--- src/rtl/rcc_pkg.sv ---
// RCC divider-select control: shared types and constants.
// FSM encoding, canonical select codes and select canonicaliser.
package rcc_pkg;

  typedef enum logic [1:0] {
    IDLE     = 2'd0,
    WAIT_BND = 2'd1,
    SETTLE   = 2'd2
  } st_t;

  localparam logic [2:0] DIV_SEL_1  = 3'b000;
  localparam logic [2:0] DIV_SEL_2  = 3'b100;
  localparam logic [2:0] DIV_SEL_4  = 3'b101;
  localparam logic [2:0] DIV_SEL_8  = 3'b110;
  localparam logic [2:0] DIV_SEL_16 = 3'b111;

  // All 0xx encodings mean /1; fold them onto a single code.
  function automatic logic [2:0] canon_sel(input logic [2:0] s);
    return s[2] ? s : DIV_SEL_1;
  endfunction

endpackage

--- src/rtl/rcc_div_sel_ctrl.sv ---
// Divider select control: applies prescaler changes on div_en
// boundaries, settles, then pulses upd_done; forces on timeout.
module rcc_div_sel_ctrl
  import rcc_pkg::*;
#(
  parameter logic [2:0]  RST_SEL    = 3'b000,
  parameter int unsigned SETTLE_CYC = 2,
  parameter int unsigned TMO_CYC    = 32
) (
  input  logic       i_clk,
  input  logic       rst_n,
  input  logic [2:0] cfg_sel,
  input  logic       cfg_vld,
  output logic       cfg_rdy,
  input  logic       div_en,
  output logic [2:0] div_sel,
  output logic       upd_done,
  output logic       busy,
  output logic       tmo_err,
  input  logic       err_clr
);

  localparam int TW = $clog2(TMO_CYC + 1);
  localparam logic [TW-1:0] TMO_LAST = TW'(TMO_CYC - 1);
  localparam logic [3:0]    SET_LAST = 4'(SETTLE_CYC - 1);

  st_t           st, st_n;
  logic [2:0]    pend, pend_n;
  logic [2:0]    sel_n;
  logic [TW-1:0] tmo_cnt, tmo_n;
  logic [3:0]    set_cnt, set_n;
  logic          done_n, err_n;
  logic [2:0]    req;

  assign req     = canon_sel(cfg_sel);
  assign cfg_rdy = (st == IDLE);
  assign busy    = (st != IDLE);

  always_comb begin
    st_n   = st;
    pend_n = pend;
    sel_n  = div_sel;
    tmo_n  = tmo_cnt;
    set_n  = set_cnt;
    done_n = 1'b0;
    err_n  = tmo_err;
    if (err_clr) err_n = 1'b0;
    unique case (st)
      IDLE: begin
        if (cfg_vld) begin
          pend_n = req;
          if (req == div_sel) begin
            done_n = 1'b1;
          end else begin
            st_n  = WAIT_BND;
            tmo_n = '0;
          end
        end
      end
      WAIT_BND: begin
        tmo_n = tmo_cnt + 1'b1;
        // A real boundary takes priority over the forced update.
        if (div_en) begin
          sel_n = pend;
          set_n = '0;
          st_n  = SETTLE;
        end else if (tmo_cnt == TMO_LAST) begin
          sel_n = pend;
          set_n = '0;
          err_n = 1'b1;
          st_n  = SETTLE;
        end
      end
      SETTLE: begin
        set_n = set_cnt + 1'b1;
        if (set_cnt == SET_LAST) begin
          done_n = 1'b1;
          st_n   = IDLE;
        end
      end
      default: st_n = IDLE;
    endcase
  end

  always_ff @(posedge i_clk or negedge rst_n) begin
    if (!rst_n) begin
      st       <= IDLE;
      div_sel  <= RST_SEL;
      pend     <= RST_SEL;
      tmo_cnt  <= '0;
      set_cnt  <= '0;
      upd_done <= 1'b0;
      tmo_err  <= 1'b0;
    end else begin
      st       <= st_n;
      div_sel  <= sel_n;
      pend     <= pend_n;
      tmo_cnt  <= tmo_n;
      set_cnt  <= set_n;
      upd_done <= done_n;
      tmo_err  <= err_n;
    end
  end

endmodule

--- config.mk ---
export PLATFORM = sky130hd
export DESIGN_NAME = rcc_div_sel_ctrl
export DESIGN_NICKNAME = d
export VERILOG_FILES = /design/src/rtl/rcc_pkg.sv /design/src/rtl/rcc_div_sel_ctrl.sv
export SDC_FILE = /design/constraint.sdc
export NUM_CORES = 1
export LEC_CHECK = 0
export ABC_AREA = 1
export BUFFER_PORTS_ARGS = -buffer_cell sky130_fd_sc_hd__buf_2
export CORE_MARGIN = 2
export CORE_UTILIZATION = 58
export DETAILED_ROUTE_END_ITERATION = 10
export PLACE_DENSITY = 0.81
export SLEW_MARGIN = 40
export SYNTH_ARGS = -nofsm -noshare
export SYNTH_HDL_FRONTEND = slang
export SYNTH_SLANG_ARGS = --single-unit
--- constraint.sdc ---
create_clock -name i_clk -period 3.34 [get_ports i_clk]
set_input_delay 0.167 -clock i_clk [delete_from_list [all_inputs] [get_ports i_clk]]
set_output_delay 0.167 -clock i_clk [all_outputs]
set_load 0.05 [all_outputs]
Word level (Yosys, flattened, before mapping):

Cells that the tools add are included.

* bits in writable memories: 0
* memory bits (read-only): 0
* output and inout port bits: 7
* register bits after elaboration: 20
* word-level logic and storage cells: 51
* memories kept: 0
* bits in latches: 0
* input bits: 8

* shift-type cells: 0
* $mul: 0
* reduce and logical (&&, ||, !) cells: 10
* equal/unequal tests: 9
* $add $sub $neg: 2
* divide/modulo/power cells: 0
* muxes and demuxes: 23
* order comparisons: 0
* bitwise gates (word level): 0

Operator list (number)
* two-way mux 6 bit: 2
* case mux 6 bit (2 select lines): 1
* two-way mux 2 bit: 5
* two-way mux 3 bit: 3
* two-way mux 4 bit: 2
* case mux 4 bit (2 select lines): 1
* nonzero test 2 bit: 4
* two-way mux 1 bit: 7
* adder 6 x 1 -> 6 bit, second input constant: 1
* equality test 6 x 5 -> 1 bit, second input constant: 1
* inequality test 2 bit, second input constant: 3
* case mux 2 bit (3 select lines): 1
* AND reduction 2 bit: 3
* adder 4 x 1 -> 4 bit, second input constant: 1
* equality test 4 x 1 -> 1 bit, second input constant: 1
* AND reduction 4 bit: 1
* equality test 3 bit: 1
* inequality test 3 bit, second input constant: 1
* AND reduction 3 bit: 1
* equality test 2 x 1 -> 1 bit, second input constant: 1
* equality test 2 bit, second input constant: 1
* logical NOT 2 bit: 1
* case mux 1 bit (2 select lines): 1

Longest topological paths before layout:

Gate-level depths: netlist of the first run.

* word-level depth: 5
* depth in mapped cells: 8
* depth with buffers taken out: 8

Worst setup path before layout of the first run:

No wires, ideal clock.

* path kind: flip-flop to output port
* start point: register st[0]
* end point: output port busy
* arrival time: 1.602 ns
* path buffers: 0
* required time: 3.173 ns
* setup slack: 1.571 ns
* cell stages (with the launch flop): 3
* cells stage by stage: dfrtp_1 nor2_1 inv_1

* longest elaborated chain between the ends: 1

Ends and longest elaborated chain
* start, declared: line rcc_div_sel_ctrl.sv:27 `st_t st, st_n;`
* start signal, assigned: line rcc_div_sel_ctrl.sv:95 `st <= st_n;`
* nonzero test 2 bit: line rcc_div_sel_ctrl.sv:37 `assign busy = (st != IDLE);`
* end, declared: line rcc_div_sel_ctrl.sv:18 `output logic busy,`

Every way passes these cells.

Final worst setup path of the first run:

* start point: register st[0]
* end point: output port cfg_rdy

* longest elaborated chain between the ends: 1

Ends and longest elaborated chain
* logical NOT 2 bit: line rcc_div_sel_ctrl.sv:36 `assign cfg_rdy = (st == IDLE);`
* end, declared: line rcc_div_sel_ctrl.sv:14 `output logic cfg_rdy,`

Every way passes these cells.

==> results_dict.tcl, run 1 <==
set metrics [dict create \
    grt_pass1_wl_um 3153 \
    h-tree-depth 1 \
    relSlewSlack_pct 69.85 \
    pwr-share-comb_pct 45.0 \
    cts_root_buf "clkbuf_4" \
    tightest_slew_ns 0.4523 \
    cellLeakagePower_nw 0.6120 \
    grt_max_degree 21 \
    drt_wl_total_um 1847 \
    post_dp_cell_area_um2 1096 \
    clkTransAtPathRegs_ns 0.11 \
    dpl.hpwl_um 1401 \
    sw_frac_of_total_pct 47.29 \
    synth_cell_type_count 19 \
    hold_class "in2reg" \
    holdWs_ns 0.03275 \
    gp_congestion 0.8461 \
    internal_power_w 0.0005149 \
    drtAntennaViolNets 0 \
    die_width_um 45.73 \
    die-area_um2 2091 \
    ctsHoldBuffers 1 \
    maxCapViolCount 0 \
    r2r_cells 8 \
    num_rows 15 \
    r2r_start "tmo_cnt[0]" \
    synth_top_cell_by_area "dfrtp_1" \
    vias 839 \
    p_switching_w 0.0004619 \
    whs_path_depth 2 \
    slew_viol_final 0 \
    grtUsageTotal_pct 21.52 \
    cp-start-kind "flip-flop" \
    finalWorstSetupSlack_ns 1.923 \
    clockBufferDepth 2 \
    vias_per_cell 5.344 \
    rsz0062_at_grt "no" \
    seq_area_frac_synth_pct 49.57 \
    setup-violations-final 0 \
    drtIter0Drc 10 \
    cts_tree "built" \
    port_buffers 14 \
    clkLatencyLatePin_ns 0.30 \
    syn-num-nets 133 \
    crit_arrival_ns 1.25 \
    yosysWarnings 0 \
    start_util_pct 59.78 \
    setup-tns-final_ns 0 \
    synth_most_common_cell "nand2_1" \
    synth_edf_count 0 \
    io_pins 15 \
    num_antenna_cells 0 \
    netlist_area_um2 1010 \
    cp-end-kind "primary output" \
    path_class "reg2out" \
    clkPwrFrac_pct 14.5 \
    syn_avg_cell_area_um2 8.276 \
    grt_pass1_vias 770 \
    nNetsFinal 152 \
    synth_common_cells "nand2_1, dfrtp_1, nand3_1" \
    cts.sinks 20 \
    overflow 0 \
    status "finished, final reports clean" \
    worstHoldStart "err_clr" \
    cp_max_fo 4 \
    netlist_instances 122 \
    synth_flop_cell "dfrtp_1" \
    postCtsResizedCells 0 \
    drc 0 \
    fmax_mhz 705.6 \
    drt_pass1_iterations 4 \
    p_total_w 0.0009768 \
    wl_per_cell_um 11.76 \
    pre_cts_ws_ns 2.012 \
    sequentialPowerShare_pct 40.5 \
    p_per_area_nw_per_um2 855.1 \
    ir_worst_vdd_mv 0.5109 \
    postCtsSetupBuffers 0 \
    antenna_found_initial 0 \
    die_h_um 45.73 \
    ys_ff_latch 20 \
    final_layout_size_suffix_gt1_share_pct 17.86 \
    required_ns 3.17 \
    rrSetupSlack_ns 2.01 \
    post-route-period-util_pct 42.43 \
    coreArea_um2 1689 \
    area_delta_synth_final_pct 13.14 \
    async_flop_share_pct 100.0 \
    synthTopCellsByArea "dfrtp_1, nand2_1, nand3_1" \
    skew_ns 0.001234 \
    layout_min_cycle_time_ns 1.417 \
    synth_top_area_share_pct 49.57 \
    cts_buffers 3 \
    final_area_um2 1142 \
    hold_end "tmo_err" \
    hold_violations 0 \
    r2r-end "div_sel[0]" \
]
[how the worst max path moves through the flow]
| stage | start | to | slack [ns] | depth (start not counted) |
|---|---|---|---|---|
| floorplan | st[0] | busy | 1.57 | 2 |
| global placement | tmo_cnt[0] | div_sel[0] | 2.04 | 8 |
| detailed placement | tmo_cnt[0] | set_cnt[3] | 2.01 | 8 |
| CTS | st[0] | cfg_rdy | 1.91 | 2 |
| global route | st[1] | cfg_rdy | 1.85 | 2 |
| finish | st[0] | cfg_rdy | 1.92 | 2 |
[flip-flops by register name, summed over array words and instances, names as in the netlist]
name      flops
set_cnt       4
div_sel       3
upd_done      1
st            2
pend          3
tmo_cnt       6
tmo_err       1
[per-layer routing]
metal  share of wire [%]  global-route usage, %  up-vias
li1                    -                      -      434
met1                  47                  26.60      388
met2                  48                  36.34       12
met3                 4.0                  7.143        5
met4                0.81                  5.143        0
met5                   0                      0        -
[cells by family (layout without fill, tap and decap cells)]
kind of cell,Yosys count,count (layout),synth area share (%)
simple gates,62,62,28.62
flops,20,20,49.57
compound gates,19,19,9.790
buf+inv,15,33,5.700
fa+ha+maj,3,3,3.718
xor+xnor,3,3,2.603
[power by group through the flow]
stage	Clock, W	Combinational [W]	Sequential (W)
after floorplan	0	0.000276	0.000462
after global placement	0	0.000428	0.000395
after detailed placement	0	0.000442	0.000399
after CTS	0.000150	0.000445	0.000394
after global routing	0.000157	0.000493	0.000406
final	0.000142	0.000440	0.000395
[per-stage QoR]
stage,instances,utilization [%]
global placement,152,64.89
finish,157,67.63
CTS,157,67.63
detailed placement,152,64.89
global route,157,67.63
floorplan,122,-
[placed cells by master (no fill, tap or decap)]
| master | n |
|---|---|
| nand2_4 | 2 |
| o21ai_1 | 4 |
| o22ai_1 | 1 |
| xor2_1 | 2 |
| o21ai_0 | 7 |
| a21oi_1 | 6 |
| dlygate4sd3_1 | 1 |
| clkbuf_8 | 1 |
| nor2_4 | 1 |
| dfrtp_1 | 20 |
| xnor2_1 | 1 |
| nand4_1 | 1 |
| nand2_1 | 26 |
| nand2_2 | 3 |
| o21bai_1 | 1 |
| clkbuf_4 | 3 |
| or2_2 | 1 |
| nor2_1 | 11 |
| inv_1 | 14 |
| ha_1 | 3 |
| nand3_1 | 17 |
| buf_2 | 14 |
[worst max-delay path: stages, from the launching register on]
cell and delay, ns:
dfrtp_1 0.42, nor2_1 0.21, buf_2 0.31
[layout make-up]
| type | instances | area (um^2) |
|---|---|---|
| timing repair buffer | 15 | 80.08 |
| multi-input combinational | 87 | 451.7 |
| sequential | 20 | 500.5 |
| inverter | 14 | 52.55 |
| clock buffer | 4 | 36.28 |
| tap | 17 | 21.27 |
| fill | 138 | 546.8 |
(Power assumes the default switching activity.)
==> run 2, diff against run 1 <==
--- a/config.mk
+++ b/config.mk
@@ -8,9 +8,9 @@
 export ABC_AREA = 1
 export BUFFER_PORTS_ARGS = -buffer_cell sky130_fd_sc_hd__buf_2
 export CORE_MARGIN = 2
-export CORE_UTILIZATION = 58
+export CORE_UTILIZATION = 54
 export DETAILED_ROUTE_END_ITERATION = 10
-export PLACE_DENSITY = 0.81
+export PLACE_DENSITY = 0.76
 export SLEW_MARGIN = 40
 export SYNTH_ARGS = -nofsm -noshare
 export SYNTH_HDL_FRONTEND = slang
==> constraint.sdc (replaced) <==
create_clock -name i_clk -period 1.38 [get_ports i_clk]
set_input_delay 0.069 -clock i_clk [delete_from_list [all_inputs] [get_ports i_clk]]
set_output_delay 0.069 -clock i_clk [all_outputs]
set_load 0.05 [all_outputs]
==> run 2 against run 1 <==
Compared with the run above:
- clock skew increased by 0.0042 ns
- clock-buffer cell count fell by 1
- cell area up 5.9%
- clock power rose by 89%
- global-route usage is 0.95 points lower
- critical path depth up 6
- first-iteration DRC count grew to 2.6 times the previous value
- power grew to 2.5 times the previous value
- via count is 3.6% higher
- sequential share of layout area is 2.4 points lower
- non-clock buffer count up 5
- critical endpoint is now div_sel[0]
- largest power group unchanged
- highest routed layer unchanged
==> results_dict.tcl, run 2 (same netlist as run 1, synthesis figures left out) <==
set metrics [dict create \
    area_delta_synth_final_pct 19.83 \
    cellLeakagePower_nw 0.6247 \
    required_ns 1.57 \
    clkTransAtPathRegs_ns 0.11 \
    grt_pass1_wl_um 3084 \
    register_area_um2 500.5 \
    crit_slowest_cell "dfrtp_1" \
    gp_congestion 0.7833 \
    worstHoldStart "div_en" \
    largest_reg_flops 6 \
    antenna_found_initial 0 \
    final_area_um2 1210 \
    cts_root_buf "clkbuf_4" \
    overflow 0 \
    grt_pass1_vias 749 \
    cpMostUsedCell "nand2_2" \
    cts.sinks 20 \
    drtIter0Drc 26 \
    rsz0062_at_grt "yes" \
    setup-violations-final 0 \
    vias 869 \
    num_antenna_cells 0 \
    cts_buffers 3 \
    clkPwrFrac_pct 11.0 \
    dp_cells 161 \
    r2r_cells 8 \
    vias_per_cell 5.142 \
    status "finished, final reports clean" \
    crit_chain "ha_2, nand2_2, nor2_4, nand2_2, nand2_4, nand2_8, nor2_2, a21oi_1" \
    clockBufferDepth 2 \
    whs_path_depth 4 \
    path_class "reg2reg" \
    sw_frac_of_total_pct 48.51 \
    p_per_area_nw_per_um2 2019 \
    hold_class "in2reg" \
    layout_min_cycle_time_ns 1.320 \
    fin_cells 169 \
    clkLatencyLatePin_ns 0.30 \
    hold_end "st[0]" \
    grtUsageTotal_pct 20.57 \
    die-area_um2 2232 \
    port_buffers 14 \
    cp_max_fo 10 \
    drc 0 \
    layout.cells.most_common_list "nand2_1, dfrtp_1, nand3_1" \
    io_pins 15 \
    post_dp_cell_area_um2 1121 \
    drt_pass1_iterations 4 \
    hold_violations 0 \
    multi_input_area_um2 483.0 \
    p_switching_w 0.001185 \
    critPathMaxStageDelay_ns 0.41 \
    internal_power_w 0.001258 \
    drtAntennaViolNets 0 \
    fmax_mhz 757.8 \
    critPathBufInv 0 \
    die_h_um 47.24 \
    r2r_start "tmo_cnt[1]" \
    slew_viol_final 0 \
    post-route-period-util_pct 95.63 \
    num_rows 15 \
    relSlewSlack_pct 70.25 \
    start_util_pct 57.85 \
    holdWs_ns 0.04978 \
    maxCapViolCount 0 \
    dpl.hpwl_um 1377 \
    tightest_slew_ns 0.4463 \
    cts_tree "built" \
    reg_top3 "tmo_cnt x6, set_cnt x4" \
    drt_wl_total_um 2050 \
    r2r-end "div_sel[0]" \
    grt_max_degree 21 \
    final_layout_size_suffix_gt1_share_pct 23.61 \
    pwr-share-comb_pct 48.7 \
    cp-end-kind "flip-flop" \
    final_common_cell "nand2_1" \
    ir_worst_vdd_mv 1.619 \
    wl_per_cell_um 12.13 \
    crit_arrival_ns 1.51 \
    nNetsFinal 157 \
    fill_cells 155 \
    h-tree-depth 1 \
    path_delay_family "simple AND/OR/NAND/NOR gates" \
    cp-start-kind "flip-flop" \
    skew_ns 0.005389 \
    coreArea_um2 1745 \
    largest_register "tmo_cnt" \
    rrSetupSlack_ns 0.06 \
    sequentialPowerShare_pct 40.3 \
    die_width_um 47.24 \
]
## run 2: changes by cell type in the layout (fill, tap and decap cells not counted), moves of 2 or more
cell | before | now
nand3_1 | 17 | 15
buf_4 | 0 | 4
nand3_2 | 0 | 2
nor2_1 | 11 | 9
## run 2: area by class of cell
cell class,instances,share of cell area [%]
timing repair buffer,20,9.928
tap,25,2.585
multi-input combinational,87,39.92
clock buffer,3,1.861
sequential,20,41.37
inverter,14,4.343
## run 2: per-layer routing
metal / GRT usage, % / wire, um / vias up
li1: - / - / 443
met1: 26.09 / 950 / 401
met2: 32.97 / 962 / 20
met3: 3.462 / 94 / 5
met4: 11.67 / 43 / 0
met5: 0 / 0 / -
## run 2: per-stage QoR
stage	total power (W)	TNS (ns)	setup WS [ns]	util [%]
final	0.002443	0	0.06036	69.32
after global routing	0.002635	-0.05011	-0.01794	69.32
after CTS	0.002366	0	0.02927	66.67
after detailed placement	0.002086	0	0.07182	64.23
after global placement	0.002041	0	0.1229	64.23
after floorplan	0.001808	0	0.09487	-
## run 2: worst min-delay path, stage by stage
cell and delay (ns):
buf_2 0.09, nor2_1 0.05, nand2_1 0.05, o21ai_0 0.06
## run 2: what timing repair did
| item | CTS | global route |
|---|---|---|
| endpoints found under the setup margin | 0 | 6 |
| resized for setup | 0 | 6 |
| setup buffers | 0 | 3 |
| endpoints found under the hold margin | 21 | 0 |
| hold buffers | 2 | 0 |
## run 2: how the worst max path moves through the flow
| stage | start | end | slack [ns] | cells after the start |
|---|---|---|---|---|
| 2_1_floorplan | div_sel[1] | tmo_cnt[2] | 0.09 | 7 |
| 3_3_place_gp | tmo_cnt[0] | set_cnt[3] | 0.12 | 8 |
| 3_5_place_dp | tmo_cnt[0] | set_cnt[0] | 0.07 | 8 |
| 4_1_cts | tmo_cnt[0] | set_cnt[0] | 0.03 | 8 |
| 5_1_grt | tmo_cnt[0] | set_cnt[3] | -0.02 | 8 |
| 6_report | tmo_cnt[1] | div_sel[0] | 0.06 | 8 |
## run 2: power groups by stage
stage | Clock, W | Combinational (W) | Sequential [W]
after floorplan | 0 | 0.000677 | 0.00113
after global placement | 0 | 0.00107 | 0.000971
after detailed placement | 0 | 0.00110 | 0.000984
after CTS | 0.000277 | 0.00111 | 0.000979
after global routing | 0.000301 | 0.00132 | 0.00101
final | 0.000269 | 0.00119 | 0.000986
==> run 3, diff against run 2 <==
--- a/config.mk
+++ b/config.mk
@@ -8,9 +8,9 @@
 export ABC_AREA = 1
 export BUFFER_PORTS_ARGS = -buffer_cell sky130_fd_sc_hd__buf_2
 export CORE_MARGIN = 2
-export CORE_UTILIZATION = 54
+export CORE_UTILIZATION = 50
 export DETAILED_ROUTE_END_ITERATION = 10
-export PLACE_DENSITY = 0.76
+export PLACE_DENSITY = 0.71
 export SLEW_MARGIN = 40
 export SYNTH_ARGS = -nofsm -noshare
 export SYNTH_HDL_FRONTEND = slang
==> run 3 against run 2 <==
Compared with the run above:
- core utilization shrank 6.1 points
- global-route usage shrank 1.4 points
- register-to-register slack is essentially flat
==> results_dict.tcl, run 3 (same netlist as run 1, synthesis figures left out) <==
set metrics [dict create \
    ir_worst_vdd_mv 1.691 \
    largest_register "tmo_cnt" \
    drt_pass1_iterations 5 \
    grt_pass1_wl_um 3484 \
    pwr-share-comb_pct 43.8 \
    cts.sinks 20 \
    r2r-end "set_cnt[3]" \
    largest_reg_flops 6 \
    dpl.hpwl_um 1475 \
    drtAntennaViolNets 0 \
    final_common_cell "nand2_1" \
    relSlewSlack_pct 70.42 \
    cts_tree "built" \
    r2r_cells 8 \
    port_buffers 14 \
    grt_max_degree 21 \
    slew_viol_final 0 \
    clockBufferDepth 2 \
    setup-violations-final 0 \
    crit_arrival_ns 1.52 \
    cp_max_fo 10 \
    layout_min_cycle_time_ns 1.308 \
    cpMostUsedCell "nand2_2" \
    whs_path_depth 3 \
    sequentialPowerShare_pct 37.4 \
    drt_wl_total_um 1954 \
    rsz0062_at_grt "yes" \
    path_delay_family "simple AND/OR/NAND/NOR gates" \
    final_layout_size_suffix_gt1_share_pct 22.38 \
    sw_frac_of_total_pct 45.36 \
    wl_per_cell_um 11.49 \
    cp-end-kind "flip-flop" \
    r2r_start "tmo_cnt[1]" \
    io_pins 15 \
    die-area_um2 2395 \
    die_width_um 48.94 \
    fmax_mhz 764.7 \
    fill_cells 180 \
    crit_path_end "set_cnt[3]" \
    clkTransAtPathRegs_ns 0.13 \
    clkPwrFrac_pct 18.8 \
    critPathBufInv 0 \
    reg_top3 "tmo_cnt x6, set_cnt x4" \
    critPathMaxStageDelay_ns 0.42 \
    p_per_area_nw_per_um2 2139 \
    area_delta_synth_final_pct 21.56 \
    layout.cells.most_common_list "nand2_1, dfrtp_1, nand3_1" \
    gp_congestion 0.8188 \
    num_antenna_cells 0 \
    h-tree-depth 1 \
    vias_per_cell 5.029 \
    cts_buffers 3 \
    hold_violations 0 \
    grt_pass1_vias 844 \
    grtUsageTotal_pct 19.16 \
    die_h_um 48.94 \
    hold_class "in2reg" \
    required_ns 1.59 \
    drtIter0Drc 21 \
    overflow 0 \
    nNetsFinal 155 \
    drc 0 \
    rrSetupSlack_ns 0.07 \
    cp-start-kind "flip-flop" \
    num_rows 16 \
    internal_power_w 0.001435 \
    cts_root_buf "clkbuf_4" \
    holdWs_ns 0.05823 \
    skew_ns 0.01132 \
    antenna_found_initial 0 \
    status "finished, final reports clean" \
    vias 855 \
    worst-path-stages 8 \
    coreArea_um2 1942 \
    cellLeakagePower_nw 0.6283 \
    tightest_slew_ns 0.4437 \
    start_util_pct 52.00 \
    post-route-period-util_pct 94.76 \
    crit_slowest_cell "dfrtp_1" \
    p_switching_w 0.001191 \
    crit_chain "ha_2, nand2_2, nor2_4, nand2_2, nand2_4, nand2_8, nand3_2, o21ai_1" \
    p_total_w 0.002626 \
    maxCapViolCount 0 \
    startpoint "tmo_cnt[1]" \
    path_class "reg2reg" \
    clkLatencyLatePin_ns 0.32 \
]
==> run 3: cell types whose count changed in the layout (fill, tap and decap cells not counted), sizes merged <==
cell,previous run,this run
bufinv,0,1
buf,18,16
==> run 3: final cells by class <==
class | count | area, um^2 | area share [%]
clock inverter | 1 | 30.03 | 2.446
multi-input combinational | 87 | 483.0 | 39.35
timing repair buffer | 18 | 105.1 | 8.563
clock buffer | 3 | 22.52 | 1.835
tap | 27 | 33.78 | 2.752
sequential | 20 | 500.5 | 40.77
inverter | 14 | 52.55 | 4.281
==> run 3: power by group through the flow <==
stage               registers (W)  logic (W)  clock network (W)
floorplan                 0.00113   0.000677                  0
global placement         0.000974    0.00108                  0
detailed placement       0.000993    0.00110                  0
CTS                      0.000980    0.00111           0.000503
global route              0.00101    0.00129           0.000534
finish                   0.000983    0.00115           0.000492
==> run 3: worst min-delay path by stage <==
stage	startpoint	end	slack [ns]
after floorplan	rst_n	div_sel[0]	-0.23
after global placement	rst_n	tmo_err	0.03
after detailed placement	rst_n	tmo_err	0.04
after CTS	cfg_sel[0]	pend[0]	0.05
after global routing	cfg_sel[0]	pend[0]	0.06
final	cfg_sel[0]	pend[0]	0.06
==> run 3: worst reg2reg max path: stages (launching register included) <==
cell	delay [ns]
dfrtp_1	0.42
ha_2	0.22
nand2_2	0.07
nor2_4	0.12
nand2_2	0.08
nand2_4	0.09
nand2_8	0.08
nand3_2	0.07
o21ai_1	0.06
==> run 3: metrics by stage <==
step | setup slack, ns | instance area (um^2) | cells | setup TNS, ns | util (%)
6_report | 0.07234 | 1227 | 170 | 0 | 63.21
2_1_floorplan | 0.09487 | 1017 | 122 | 0 | -
4_1_cts | 0.03833 | 1196 | 169 | 0 | 61.60
3_5_place_dp | 0.05632 | 1124 | 163 | 0 | 57.86
5_1_grt | -0.02166 | 1227 | 170 | -0.07748 | 63.21
3_3_place_gp | 0.1104 | 1124 | 163 | 0 | 57.86
==> run 3: routing by layer <==
| layer | GRT usage [%] | wire (um) |
|---|---|---|
| met1 | 21.67 | 867 |
| met2 | 33.79 | 997 |
| met3 | 3.988 | 49 |
| met4 | 10.00 | 40 |
| met5 | 0 | 0 |
==> run 3: what timing repair did <==
| action | CTS | global route |
|---|---|---|
| setup buffers | 0 | 1 |
| setup endpoints to repair | 0 | 6 |
| resized for setup | 0 | 5 |
| hold buffers | 2 | 0 |
| hold endpoints to repair | 21 | 0 |
